**config.mk**
```make
export PLATFORM = sky130hd
export DESIGN_NAME = debounce_arbiter
export DESIGN_NICKNAME = d
export VERILOG_FILES = /design/src/rtl/debounce_arbiter.sv
export SDC_FILE = /design/constraint.sdc
export NUM_CORES = 1
export LEC_CHECK = 0
export ABC_AREA = 1
export CAP_MARGIN = 20
export CORE_ASPECT_RATIO = 0.75
export CORE_MARGIN = 4
export CORE_UTILIZATION = 55
export CTS_CLUSTER_SIZE = 8
export DETAILED_ROUTE_END_ITERATION = 10
export HOLD_SLACK_MARGIN = 0.05
export PLACE_DENSITY_LB_ADDON = 0.3
export SETUP_SLACK_MARGIN = 0.15
export SLEW_MARGIN = 10
export SYNTH_ARGS = -nofsm -noshare
export SYNTH_HDL_FRONTEND = slang
export SYNTH_SLANG_ARGS = --single-unit
```
**constraint.sdc**
```tcl
create_clock -name clk_i -period 3.7 [get_ports clk_i]
set_clock_uncertainty 0.1 [all_clocks]
set_input_delay 0.555 -clock clk_i [delete_from_list [all_inputs] [get_ports clk_i]]
set_output_delay 0.555 -clock clk_i [all_outputs]
set_load 0.03 [all_outputs]
```
**src/rtl/debounce_arbiter.sv**
```systemverilog
// Multi-channel push-button debouncer sharing one stability counter between channels.
// A round-robin arbiter lends the counter to one changed channel at a time.
module debounce_arbiter #(
    parameter int NB_BTN          = 4,
    parameter int PULSE_PER_NS    = 5120,
    parameter int DEBOUNCE_PER_NS = 20_971_520,
    localparam int MAX_COUNT      = DEBOUNCE_PER_NS / PULSE_PER_NS,
    localparam int CNT_W          = $clog2(MAX_COUNT + 1),
    localparam int IDX_W          = (NB_BTN > 1) ? $clog2(NB_BTN) : 1
) (
    input  logic              clk_i,
    input  logic              rst_i,
    input  logic              tp_i,
    input  logic [NB_BTN-1:0] btn_i,
    output logic [NB_BTN-1:0] btn_o,
    output logic [NB_BTN-1:0] rise_o,
    output logic              busy_o,
    output logic [IDX_W-1:0]  owner_o
);

    localparam logic [1:0] ST_IDLE   = 2'd0;
    localparam logic [1:0] ST_COUNT  = 2'd1;
    localparam logic [1:0] ST_COMMIT = 2'd2;

    logic [1:0]        state;
    logic [NB_BTN-1:0] sync_meta;
    logic [NB_BTN-1:0] sync_s;
    logic [NB_BTN-1:0] req;
    logic [IDX_W-1:0]  last;
    logic [IDX_W-1:0]  grant_idx;
    logic              grant_valid;
    logic [CNT_W-1:0]  count;

    always_ff @(posedge clk_i or posedge rst_i) begin
        if (rst_i) begin
            sync_meta <= '0;
            sync_s    <= '0;
        end else begin
            sync_meta <= btn_i;
            sync_s    <= sync_meta;
        end
    end

    // A channel wants the counter whenever its synchronised level differs from the committed one.
    assign req = sync_s ^ btn_o;

    // Lowest requester above the pointer wins; otherwise wrap to the lowest requester overall.
    always_comb begin
        grant_valid = 1'b0;
        grant_idx   = '0;
        for (int j = NB_BTN - 1; j >= 0; j--) begin
            if (req[j]) begin
                grant_valid = 1'b1;
                grant_idx   = IDX_W'(j);
            end
        end
        for (int j = NB_BTN - 1; j >= 0; j--) begin
            if (req[j] && (j > int'(last))) begin
                grant_idx = IDX_W'(j);
            end
        end
    end

    always_ff @(posedge clk_i or posedge rst_i) begin
        if (rst_i) begin
            state   <= ST_IDLE;
            owner_o <= '0;
            last    <= IDX_W'(NB_BTN - 1);
            count   <= '0;
            btn_o   <= '0;
            rise_o  <= '0;
        end else begin
            rise_o <= '0;
            case (state)
                ST_IDLE: begin
                    if (grant_valid) begin
                        owner_o <= grant_idx;
                        last    <= grant_idx;
                        count   <= '0;
                        state   <= ST_COUNT;
                    end
                end
                ST_COUNT: begin
                    // A bounce back to the stable level aborts regardless of tp_i.
                    if (!req[owner_o]) begin
                        count <= '0;
                        state <= ST_IDLE;
                    end else if (tp_i && (count == CNT_W'(MAX_COUNT - 1))) begin
                        state <= ST_COMMIT;
                    end else if (tp_i) begin
                        count <= count + CNT_W'(1);
                    end
                end
                ST_COMMIT: begin
                    btn_o[owner_o]  <= sync_s[owner_o];
                    rise_o[owner_o] <= sync_s[owner_o];
                    count           <= '0;
                    state           <= ST_IDLE;
                end
                default: begin
                    state <= ST_IDLE;
                end
            endcase
        end
    end

    assign busy_o = (state == ST_COUNT) || (state == ST_COMMIT);

endmodule

```
After elaboration in Yosys (flattened, before gate mapping)
Index checks and enable logic that the tools add are counted.
W data, S select, Z words.
{"block": "word_totals", "register_bits": 35, "out_inout_bits": 11}
{"block": "classes", "add_sub_neg": 1, "n_lt_le_gt_ge": 5, "n_eq_ne": 7, "muxes": 28, "bitwise_logic": 2, "n_reduce_logical": 11}
{"cell": "$mux W13", "count": 4}
{"cell": "$pmux W13 S3", "count": 1}
{"cell": "$mux W2", "count": 10}
{"cell": "$add A13 B1 Y13 const B", "count": 1}
{"cell": "$eq A13 B12 Y1 const B", "count": 1}
{"cell": "$ne A3 B3 Y1 const B", "count": 3}
{"cell": "$mux W1", "count": 7}
{"cell": "$logic_and A1 B1 Y1", "count": 5}
{"cell": "$and A4 B4 Y4", "count": 1}
{"cell": "$bmux W1 S2", "count": 2}
{"cell": "$bwmux W4", "count": 1}
{"cell": "$gt A2 B2 Y1 const A", "count": 2}
{"cell": "$mux W4", "count": 1}
{"cell": "$pmux W2 S2", "count": 1}
{"cell": "$reduce_and A2 Y1", "count": 2}
{"cell": "$reduce_and A4 Y1", "count": 1}
{"cell": "$xor A4 B4 Y4", "count": 1}
{"cell": "$lt A2 B3 Y1 const B", "count": 1}
{"cell": "$reduce_bool A3 Y1", "count": 1}
{"cell": "$demux W1 S2", "count": 1}
{"cell": "$eq A2 B1 Y1 const B", "count": 1}
{"cell": "$eq A2 B2 Y1 const B", "count": 1}
{"cell": "$ge A2 B1 Y1 const B", "count": 1}
{"cell": "$gt A1 B2 Y1 const A", "count": 1}
{"cell": "3 further kinds", "count": 3}

Longest topological paths before layout
Gate-level depths: netlist of run 1.
{"block": "depth", "word_depth": 8, "ltp_mapped": 11}

Least setup slack after synthesis of run 1
OpenSTA, ideal clock, no wires.
{"block": "synth_path", "kind": "register to register", "start": "register owner_o[0]", "end": "register count[0]", "setup_time_ns": 0.116, "t_arrival_ns": 1.428, "required_time_ns": 3.484, "path_slack_ns": 2.056, "path_stages_with_launch": 10, "path_buffers": 2, "period_less_slack_ns": 1.644, "cell_sequence": "dfrtp_1 buf_6 nor2_1 nand3_1 nand3_2 nor2_4 a21oi_4 buf_2 nand2_1 nand2_1"}
{"block": "synth_via", "elab_chain_cells": 4, "elab_cells_between_ends": 7, "cone_classes": "eq/ne: 2; mux: 4; reduce/logical: 1"}
{"item": "start, declared", "line": "18", "source": "output logic [IDX_W-1:0] owner_o"}
{"item": "start signal, assigned", "line": "77", "source": "owner_o <= grant_idx;"}
{"item": "$bmux W1 S2 (*)", "line": "85", "source": "if (!req[owner_o]) begin"}
{"item": "$mux W1 (implied by the code) (*)", "line": "85"}
{"item": "$ne A3 B3 Y1 (no source line) / $mux W13 (equally long branches)"}
{"item": "$reduce_and A4 Y1 (no source line) / $pmux W13 S3 (equally long branches)"}
{"item": "end signal, assigned", "line": "91", "source": "count <= count + CNT_W'(1);"}
{"item": "end, declared", "line": "32", "source": "logic [CNT_W-1:0] count;"}
Mark *: on every way between the ends. The rest lies on a longest branch, timed or not. The select of a mux whose other input is x is not followed.
A chain may end at the register's enable or synchronous reset.

Worst setup path in the final report of run 1
{"block": "layout_path", "start": "register state[0]", "end": "output port busy_o"}
{"block": "layout_via", "elab_chain_cells": 2, "elab_cells_between_ends": 3, "cone_classes": "eq/ne: 2; reduce/logical: 1"}
{"item": "start, declared", "line": "25", "source": "logic [1:0] state;"}
{"item": "start signal, assigned", "line": "66", "source": "state <= ST_IDLE;"}
{"item": "start signal, assigned", "line": "80", "source": "state <= ST_COUNT;"}
{"item": "start signal, assigned", "line": "87", "source": "state <= ST_IDLE;"}
{"item": "$eq A2 B1 Y1 / $eq A2 B2 Y1 (equally long branches)", "line": "107", "source": "assign busy_o = (state == ST_COUNT) || (state == ST_COMMIT);"}
{"item": "$logic_or A1 B1 Y1 (*)", "line": "107"}
{"item": "end, declared", "line": "17", "source": "output logic busy_o,"}
Mark *: on every way between the ends. The rest lies on a longest branch, timed or not.

==> results_dict.tcl, run 1 <==
set metrics [dict create \
    outcome "completed" \
    drt_pass1_iterations 4 \
    cts.sinks 35 \
    max_freq_mhz 425 \
    nNetsFinal 278 \
    clk_pin_slew_ps 70 \
    p_per_area_nw_per_um2 677 \
    worst_setup_path_end_kind "primary output" \
    cts_resized 0 \
    leakage_nw 1.05 \
    tightest_slew_ps 839 \
    drv_slew 0 \
    fin_crit_ps 2360 \
    htreeDepth 2 \
    ys_ff_latch 35 \
    drive_above_1_share_pct 11.2 \
    sw_frac_of_total_pct 44.9 \
    n_antenna_cell 0 \
    grt_first_pass_wirelength_um 6420 \
    routed-via-count 1564 \
    setup-violations-final 0 \
    dp_hpwl_um 2680 \
    crit_type "flop to primary output" \
    grt_pass1_vias 1431 \
    antenna_found_initial 0 \
    synthesis.area_um2 1900 \
    wl_per_cell_um 12.1 \
    grt_use_total_pct 19.2 \
    layout_commonest_cell "nand2_1" \
    finalCritPeriodShare_pct 63.7 \
    die_h_um 58.9 \
    hold_buffers 0 \
    ys_warn_count 0 \
    switching_power_mw 0.659 \
    max_cap_viol_count 0 \
    syn-instance-count 246 \
    setup_slack_ps 1340 \
    p_int_mw 0.808 \
    place_ws_ps 1650 \
    synth_cell_type_count 25 \
    hp-class "flop to flop" \
    areaGrowthSynthToFinish_pct 14.2 \
    hold_viol_final 0 \
    syn_avg_cell_area_um2 7.72 \
    cp-start-kind "flop" \
    wirelength_um 3700 \
    fin_area_um2 2170 \
    syn-num-nets 258 \
    rsz0062_at_grt "false" \
    layout_common_cells "92 x nand2_1, 33 x dfrtp_1, 27 x nor2_1, 24 x inv_1, 17 x clkdlybuf4s50_1" \
    die_x_um 75.8 \
    port_buffers 17 \
    viasPerCell 5.09 \
    arrival_ps 1700 \
    drt_iter0_markers 127 \
    combPwrFrac_pct 45.4 \
    cts_setup_buffers 0 \
    seq_area_frac_synth_pct 46.3 \
    cts_tree "yes" \
    grt.overflow.total 0 \
    grt_max_degree 23 \
    coreArea_um2 3310 \
    required_ps 3040 \
    start_util_pct 57.3 \
    ios 18 \
    utilization_pct 65.5 \
    totalPowerFinal_mw 1.47 \
    placed_cell_area_um2 2080 \
    peakVddDrop_mv 0.548 \
    cts-root-buf "clkbuf_8" \
    p_clk_share_pct 18.5 \
    die_area_um2 4460 \
    ant_nets 0 \
    clk_path_buf_depth 2 \
    maxSlewHeadroom_pct 44.0 \
    cts_buffers 5 \
    crit_fanout 4 \
    insertion_delay_ps 290 \
    rows 18 \
    pwr-share-seq_pct 36.1 \
    gp_congestion 0.828 \
    tns_ps 0 \
    drc 0 \
]
[stage by stage]
step                hold slack [ps]  cells
finish                          251    307
global route                    258    307
global placement                232    299
floorplan                       231    246
CTS                             252    307
detailed placement              236    299
[sequential cells by signal, summed over array words and instances, names as in the netlist]
signal / cells
sync_meta: 4
rise_o: 4
sync_s: 4
count: 13
state: 2
last: 2
btn_o: 4
owner_o: 2
[cells in the mapped netlist]
cell	count	share of area (%)
a21oi_1	1	0.26
a21oi_4	1	0.86
buf_2	1	0.26
buf_6	3	1.8
clkbuf_1	1	0.20
dfrtp_1	33	44
dfstp_2	2	2.8
ha_1	5	3.3
inv_1	24	4.7
inv_2	5	0.99
nand2_1	92	18
nand2_2	5	1.6
nand3_1	13	3.4
nand3_2	2	1.1
nand4_1	2	0.66
nor2_1	27	5.3
nor2_2	3	0.99
nor2_4	3	1.8
nor3_1	1	0.26
o21ai_0	10	2.6
o21ai_2	1	0.46
o22ai_1	1	0.33
o31ai_1	1	0.40
xnor2_1	3	1.4
xor2_1	6	2.8
[metal layers]
metal,routed length (um),up-vias,GRT usage (%)
met4,42,0,5.74
met2,1610,50,28.3
met3,260,5,5.12
li1,-,794,-
met1,1790,715,27.5
met5,0,-,0
[power by group through the flow]
stage / logic (mW) / clock network, mW / registers (mW)
after CTS: 0.669 / 0.276 / 0.529
final: 0.666 / 0.271 / 0.530
after global placement: 0.649 / 0 / 0.532
after detailed placement: 0.663 / 0 / 0.535
after global routing: 0.751 / 0.290 / 0.541
after floorplan: 0.461 / 0 / 0.583
[cell type report]
cell class / instances / area [um^2]
inverters: 29 / 109
flip-flops and latches: 35 / 878
clock buffers: 6 / 72.6
clock inverters: 2 / 12.5
well taps: 40 / 50.0
fillers: 289 / 1140
repair buffers: 18 / 178
multi-input cells: 177 / 868
[critical path, stage by stage, from the launching register on]
cell and delay (ps):
dfrtp_1 400, inv_1 70, ha_1 280, clkdlybuf4s50_1 660
[cell families (layout without fill, tap and decap cells)]
group	count (synthesis)	after routing	share of synthesized area [%]
flip-flops	35	35	46.3
buffers and inverters	34	55	7.98
AO/OA/AOI/OAI	15	15	4.94
adder cells (fa/ha/maj)	5	5	3.30
XOR/XNOR	9	9	4.15
AND/OR/NAND/NOR	148	148	33.4
[worst paths after layout]
path                                   startpoint              endpoint  slack [ps]  cells after the start
setup / recovery             state[0]$_DFFE_PP0P_                busy_o        1340                      3
max in group asynchronous                   rst_i   last[1]$_DFFE_PP1P_        2090                      3
setup reg to reg             count[0]$_DFFE_PP0P_  count[0]$_DFFE_PP0P_        1990                      9
min in group asynchronous                   rst_i  btn_o[2]$_DFFE_PP0P_         630                      2
hold reg to reg            sync_meta[2]$_DFF_PP0_   sync_s[2]$_DFF_PP0_         250                      0
hold / removal             sync_meta[2]$_DFF_PP0_   sync_s[2]$_DFF_PP0_         250                      0
No activity file was read; power rests on OpenSTA's default activity.
==> inputs of run 2 (changes only) <==
--- a/config.mk
+++ b/config.mk
@@ -9,7 +9,7 @@
 export CAP_MARGIN = 20
 export CORE_ASPECT_RATIO = 0.75
 export CORE_MARGIN = 4
-export CORE_UTILIZATION = 55
+export CORE_UTILIZATION = 51
 export CTS_CLUSTER_SIZE = 8
 export DETAILED_ROUTE_END_ITERATION = 10
 export HOLD_SLACK_MARGIN = 0.05
==> constraint.sdc (replaced) <==
create_clock -name clk_i -period 1.9 [get_ports clk_i]
set_clock_uncertainty 0.1 [all_clocks]
set_input_delay 0.285 -clock clk_i [delete_from_list [all_inputs] [get_ports clk_i]]
set_output_delay 0.285 -clock clk_i [all_outputs]
set_load 0.03 [all_outputs]
==> run 2 against run 1 <==
Against the previous run: wire length rose by 0.92%; final cell count is 4.9% higher; sequential power up 94%; first-iteration DRC count up 3.9%; worst setup slack worse by 1100 ps; via count down 2.2%.
==> results_dict.tcl, run 2 (synthesis results as in run 1) <==
set metrics [dict create \
    outcome "completed" \
    wl_per_cell_um 11.6 \
    ios 18 \
    peakVddDrop_mv 0.817 \
    grt_use_met1_pct 24.6 \
    grt_max_degree 36 \
    dp_hpwl_um 2700 \
    hold_buffers 0 \
    setup-violations-final 0 \
    hp-class "flop to flop" \
    crit_type "flop to flop" \
    totalPowerFinal_mw 2.94 \
    ant_nets 0 \
    drive_above_1_share_pct 14.0 \
    grt_busiest_layer "met2" \
    grt_use_total_pct 17.5 \
    drv_slew 0 \
    place_ws_ps 105 \
    wirelength_um 3740 \
    grtUsageMet3_pct 4.60 \
    areaGrowthSynthToFinish_pct 17.7 \
    port_buffers 17 \
    setup_slack_ps 245 \
    cp-start-kind "flop" \
    htreeDepth 2 \
    crit_fanout 5 \
    cts_tree "yes" \
    drt_iter0_markers 132 \
    path_cells "ha_1 -> nand2_1 -> nor2_4 -> nand2_1 -> nor2_1 -> nand3_1 -> nand2_1 -> nand2_1 -> nand2_1 -> nand2_1" \
    drt_pass1_iterations 5 \
    fillCellCount 308 \
    crit_top_cell "nand2_1" \
    clk_path_buf_depth 2 \
    critPathTopFamily "simple AND/OR/NAND/NOR gates" \
    grt_pass1_vias 1401 \
    die_h_um 60.8 \
    leakage_nw 1.11 \
    layout_commonest_cell "nand2_1" \
    drc 0 \
    max_cap_viol_count 0 \
    rows 18 \
    tightest_slew_ps 428 \
    use_met2_pct 26.8 \
    nNetsFinal 283 \
    worst_setup_path_end_kind "flop" \
    cts-root-buf "clkbuf_8" \
    cts_buffers 5 \
    clk_pin_slew_ps 70 \
    routed-via-count 1530 \
    largest_reg_flops 13 \
    start_util_pct 55.4 \
    tns_ps 0 \
    coreArea_um2 3420 \
    gp_congestion 0.810 \
    arrival_ps 1740 \
    regMostFlops "count" \
    required_ps 1980 \
    path_buf_inv 0 \
    die_x_um 78.4 \
    hold_viol_final 0 \
    grt.overflow.total 0 \
    n_antenna_cell 0 \
    cpPeakStageDelay_ps 390 \
    layout_common_cells "91 x nand2_1, 32 x dfrtp_1, 27 x nor2_1, 24 x inv_1, 13 x nand3_1" \
    p_per_area_nw_per_um2 1320 \
    maxSlewHeadroom_pct 71.4 \
    max_freq_mhz 604 \
    grt_first_pass_wirelength_um 6350 \
    die_area_um2 4770 \
    crit_slowest_cell "dfrtp_1" \
    fin_crit_ps 1650 \
    cts.sinks 35 \
    finalCritPeriodShare_pct 87.1 \
    insertion_delay_ps 290 \
    antenna_found_initial 0 \
    viasPerCell 4.75 \
    rsz0062_at_grt "false" \
]
-- run 2: cell types whose count changed in the layout (fill, tap and decap cells not counted), sizes merged --
cell           before  now
clkbuf              6    7
clkdlybuf4s50      17   10
buf                 1    6
dlymetal6s2s        0    2
dlygate4sd2         0    4
-- run 2: final timing paths --
check	from	to	slack (ps)	cells after the start
setup / recovery	count[1]$_DFFE_PP0P_	state[1]$_DFFE_PP0P_	250	10
hold / removal	sync_meta[3]$_DFF_PP0_	sync_s[3]$_DFF_PP0_	250	0
setup reg to reg	count[1]$_DFFE_PP0P_	state[1]$_DFFE_PP0P_	250	10
hold reg to reg	sync_meta[3]$_DFF_PP0_	sync_s[3]$_DFF_PP0_	250	0
max in group asynchronous	rst_i	last[0]$_DFFE_PP1P_	1090	3
min in group asynchronous	rst_i	btn_o[2]$_DFFE_PP0P_	280	3
-- run 2: timing repair --
item | CTS | global route
resized for setup | 5 | 7
buffers inserted | 0 | 5
pin swaps | 0 | 2
endpoints found under the setup margin | 5 | 18
-- run 2: layout make-up --
class	instances	area, um^2	area share, %
Clock buffer	6	72.6	3.25
Clock inverter	2	12.5	0.560
Inverter	29	109	4.87
Multi-Input combinational cell	177	876	39.2
Sequential cell	35	880	39.4
Tap cell	50	62.6	2.80
Timing Repair Buffer	23	223	9.97
-- run 2: report_power, final --
group	leakage, nW	switching [mW]	internal (mW)	total (mW)
clock network	0.0412	0.264	0.256	0.519
logic	0.621	0.915	0.478	1.39
registers	0.450	0.134	0.896	1.03
total	1.11	1.31	1.63	2.94
-- run 2: metal layers --
| metal | wire length [um] | up-vias |
|---|---|---|
| li1 | - | 804 |
| met1 | 1740 | 671 |
| met2 | 1640 | 50 |
| met3 | 319 | 5 |
| met4 | 29 | 0 |
| met5 | 0 | - |
-- run 2: stage by stage --
stage / cells / area (um^2) / hold slack [ps] / util [%]
final: 322 / 2230 / 251 / 65.3
after global routing: 322 / 2230 / 265 / 65.3
after CTS: 317 / 2170 / 252 / 63.5
after detailed placement: 309 / 2100 / 236 / 61.2
after global placement: 309 / 2100 / 232 / 61.2
after floorplan: 246 / 1900 / 216 / -
==> inputs of run 3 (changes only) <==
--- a/config.mk
+++ b/config.mk
@@ -8,14 +8,13 @@
 export ABC_AREA = 1
 export CAP_MARGIN = 20
 export CORE_ASPECT_RATIO = 0.75
-export CORE_MARGIN = 4
 export CORE_UTILIZATION = 51
 export CTS_CLUSTER_SIZE = 8
 export DETAILED_ROUTE_END_ITERATION = 10
 export HOLD_SLACK_MARGIN = 0.05
 export PLACE_DENSITY_LB_ADDON = 0.3
-export SETUP_SLACK_MARGIN = 0.15
 export SLEW_MARGIN = 10
 export SYNTH_ARGS = -nofsm -noshare
 export SYNTH_HDL_FRONTEND = slang
 export SYNTH_SLANG_ARGS = --single-unit
+export TNS_END_PERCENT = 20
==> run 3 against run 2 <==
Against the previous run: global-route usage grew 3.3 points; register-to-register slack worse by 95 ps; design area down 0.39%; critical path depth shrank 9; worst setup slack got worse by 170 ps; flip-flop and latch count stayed put; sequential power barely moved; critical endpoint is now owner_o[1]; largest cell class unchanged; highest routed layer unchanged.
==> results_dict.tcl, run 3 (synthesis results as in run 1) <==
set metrics [dict create \
    drc 0 \
    critPathTopFamily "buffers and inverters" \
    path_cells "clkdlybuf4s50_1" \
    cts_buffers 5 \
    worst_setup_path_end_kind "primary output" \
    max_cap_viol_count 0 \
    drt_iter0_markers 68 \
    crit_type "flop to primary output" \
    nNetsFinal 278 \
    leakage_nw 1.07 \
    crit_slowest_cell "clkdlybuf4s50_1" \
    cts_tree "yes" \
    drv_slew 0 \
    htreeDepth 2 \
    path_buf_inv 1 \
    n_antenna_cell 0 \
    setup-violations-final 0 \
    tightest_slew_ps 428 \
    p_per_area_nw_per_um2 1390 \
    p_int_mw 1.82 \
    finalNonFillerCells 317 \
    hold_viol_final 0 \
    largest_reg_flops 13 \
    fillCellCount 310 \
    insertion_delay_ps 280 \
    maxSlewHeadroom_pct 71.5 \
    arrival_ps 1440 \
    dp_hpwl_um 2480 \
    dp_cells 309 \
    rsz0062_at_grt "false" \
    combPwrFrac_pct 41.1 \
    wl_per_cell_um 11.1 \
    drive_above_1_share_pct 11.2 \
    cts_setup_buffers 0 \
    cpPeakStageDelay_ps 710 \
    grt.overflow.total 0 \
    clk_pin_slew_ps 70 \
    gp_congestion 0.789 \
    finalCritPeriodShare_pct 95.9 \
    antenna_found_initial 0 \
    coreArea_um2 3420 \
    pwr-share-seq_pct 33.3 \
    peakVddDrop_mv 1.03 \
    grt_max_degree 36 \
    tns_ps 0 \
    die_x_um 72.4 \
    placed_cell_area_um2 2100 \
    ant_nets 0 \
    p_clk_share_pct 25.5 \
    outcome "completed" \
    routed-via-count 1524 \
    utilization_pct 65.0 \
    areaGrowthSynthToFinish_pct 17.3 \
    rows 18 \
    drt_pass1_iterations 4 \
    die_area_um2 3970 \
    cts-root-buf "clkbuf_8" \
    wirelength_um 3530 \
    viasPerCell 4.81 \
    fin_area_um2 2230 \
    clk_path_buf_depth 2 \
    max_freq_mhz 549 \
    cts.sinks 35 \
    cp-start-kind "flop" \
    die_h_um 54.8 \
    port_buffers 17 \
    regMostFlops "count" \
    hp-class "flop to flop" \
    switching_power_mw 1.27 \
    ios 18 \
    fin_crit_ps 1820 \
    crit_fanout 5 \
    grt_use_total_pct 20.9 \
    totalPowerFinal_mw 3.09 \
    required_ps 1510 \
    grt_pass1_vias 1321 \
    cts_resized 2 \
    start_util_pct 55.4 \
    layout_commonest_cell "nand2_1" \
    sw_frac_of_total_pct 41.2 \
    hold_buffers 0 \
    layout_common_cells "92 x nand2_1, 33 x dfrtp_1, 27 x nor2_1, 24 x inv_1, 15 x clkdlybuf4s50_1" \
    grt_first_pass_wirelength_um 6050 \
]
[run 3: changes by cell type in the layout (fill, tap and decap cells not counted), moves of 2 or more]
cell / change
buf_4: -4
bufinv_16: +2
clkdlybuf4s50_1: +5
dlygate4sd2_1: -2
dlymetal6s2s_1: -2
[run 3: path summary, 6_finish.rpt]
path,slack (ps),to,startpoint,depth (start not counted)
setup / recovery,80,owner_o[1],owner_o[1]$_DFFE_PP0P_,1
hold / removal,250,sync_s[2]$_DFF_PP0_,sync_meta[2]$_DFF_PP0_,0
setup reg to reg,150,count[0]$_DFFE_PP0P_,count[0]$_DFFE_PP0P_,9
hold reg to reg,250,sync_s[2]$_DFF_PP0_,sync_meta[2]$_DFF_PP0_,0
max in group asynchronous,1060,last[1]$_DFFE_PP1P_,rst_i,3
min in group asynchronous,300,count[12]$_DFFE_PP0P_,rst_i,3
[run 3: stage by stage]
stage / setup WS, ps / hold WS [ps]
2_1_floorplan: 256 / 216
3_3_place_gp: 145 / 232
6_report: 78.1 / 250
3_5_place_dp: 126 / 236
4_1_cts: 73.3 / 252
5_1_grt: 25.5 / 254
[run 3: power groups by stage]
stage | combinational [mW] | sequential (mW) | clock, mW
2_1_floorplan | 0.897 | 1.13 | 0
3_3_place_gp | 1.26 | 1.04 | 0
3_5_place_dp | 1.28 | 1.05 | 0
4_1_cts | 1.28 | 1.03 | 0.805
5_1_grt | 1.42 | 1.05 | 0.836
6_report | 1.27 | 1.03 | 0.791
[run 3: final cells by class]
cell class / count / area (um^2) / share of cell area, %
clock buffers: 6 / 72.6 / 3.26
clock inverters: 2 / 60.1 / 2.70
inverters: 29 / 109 / 4.89
multi-input cells: 177 / 868 / 39.0
flip-flops and latches: 35 / 878 / 39.5
well taps: 50 / 62.6 / 2.81
repair buffers: 18 / 175 / 7.87
[run 3: layer usage]
layer | vias to the layer above | part of all wire [%] | track usage, %
li1 | 792 | - | -
met1 | 690 | 52 | 29.1
met2 | 36 | 42 | 32.6
met3 | 6 | 4.5 | 4.97
met4 | 0 | 1.1 | 6.21
met5 | - | 0 | 0
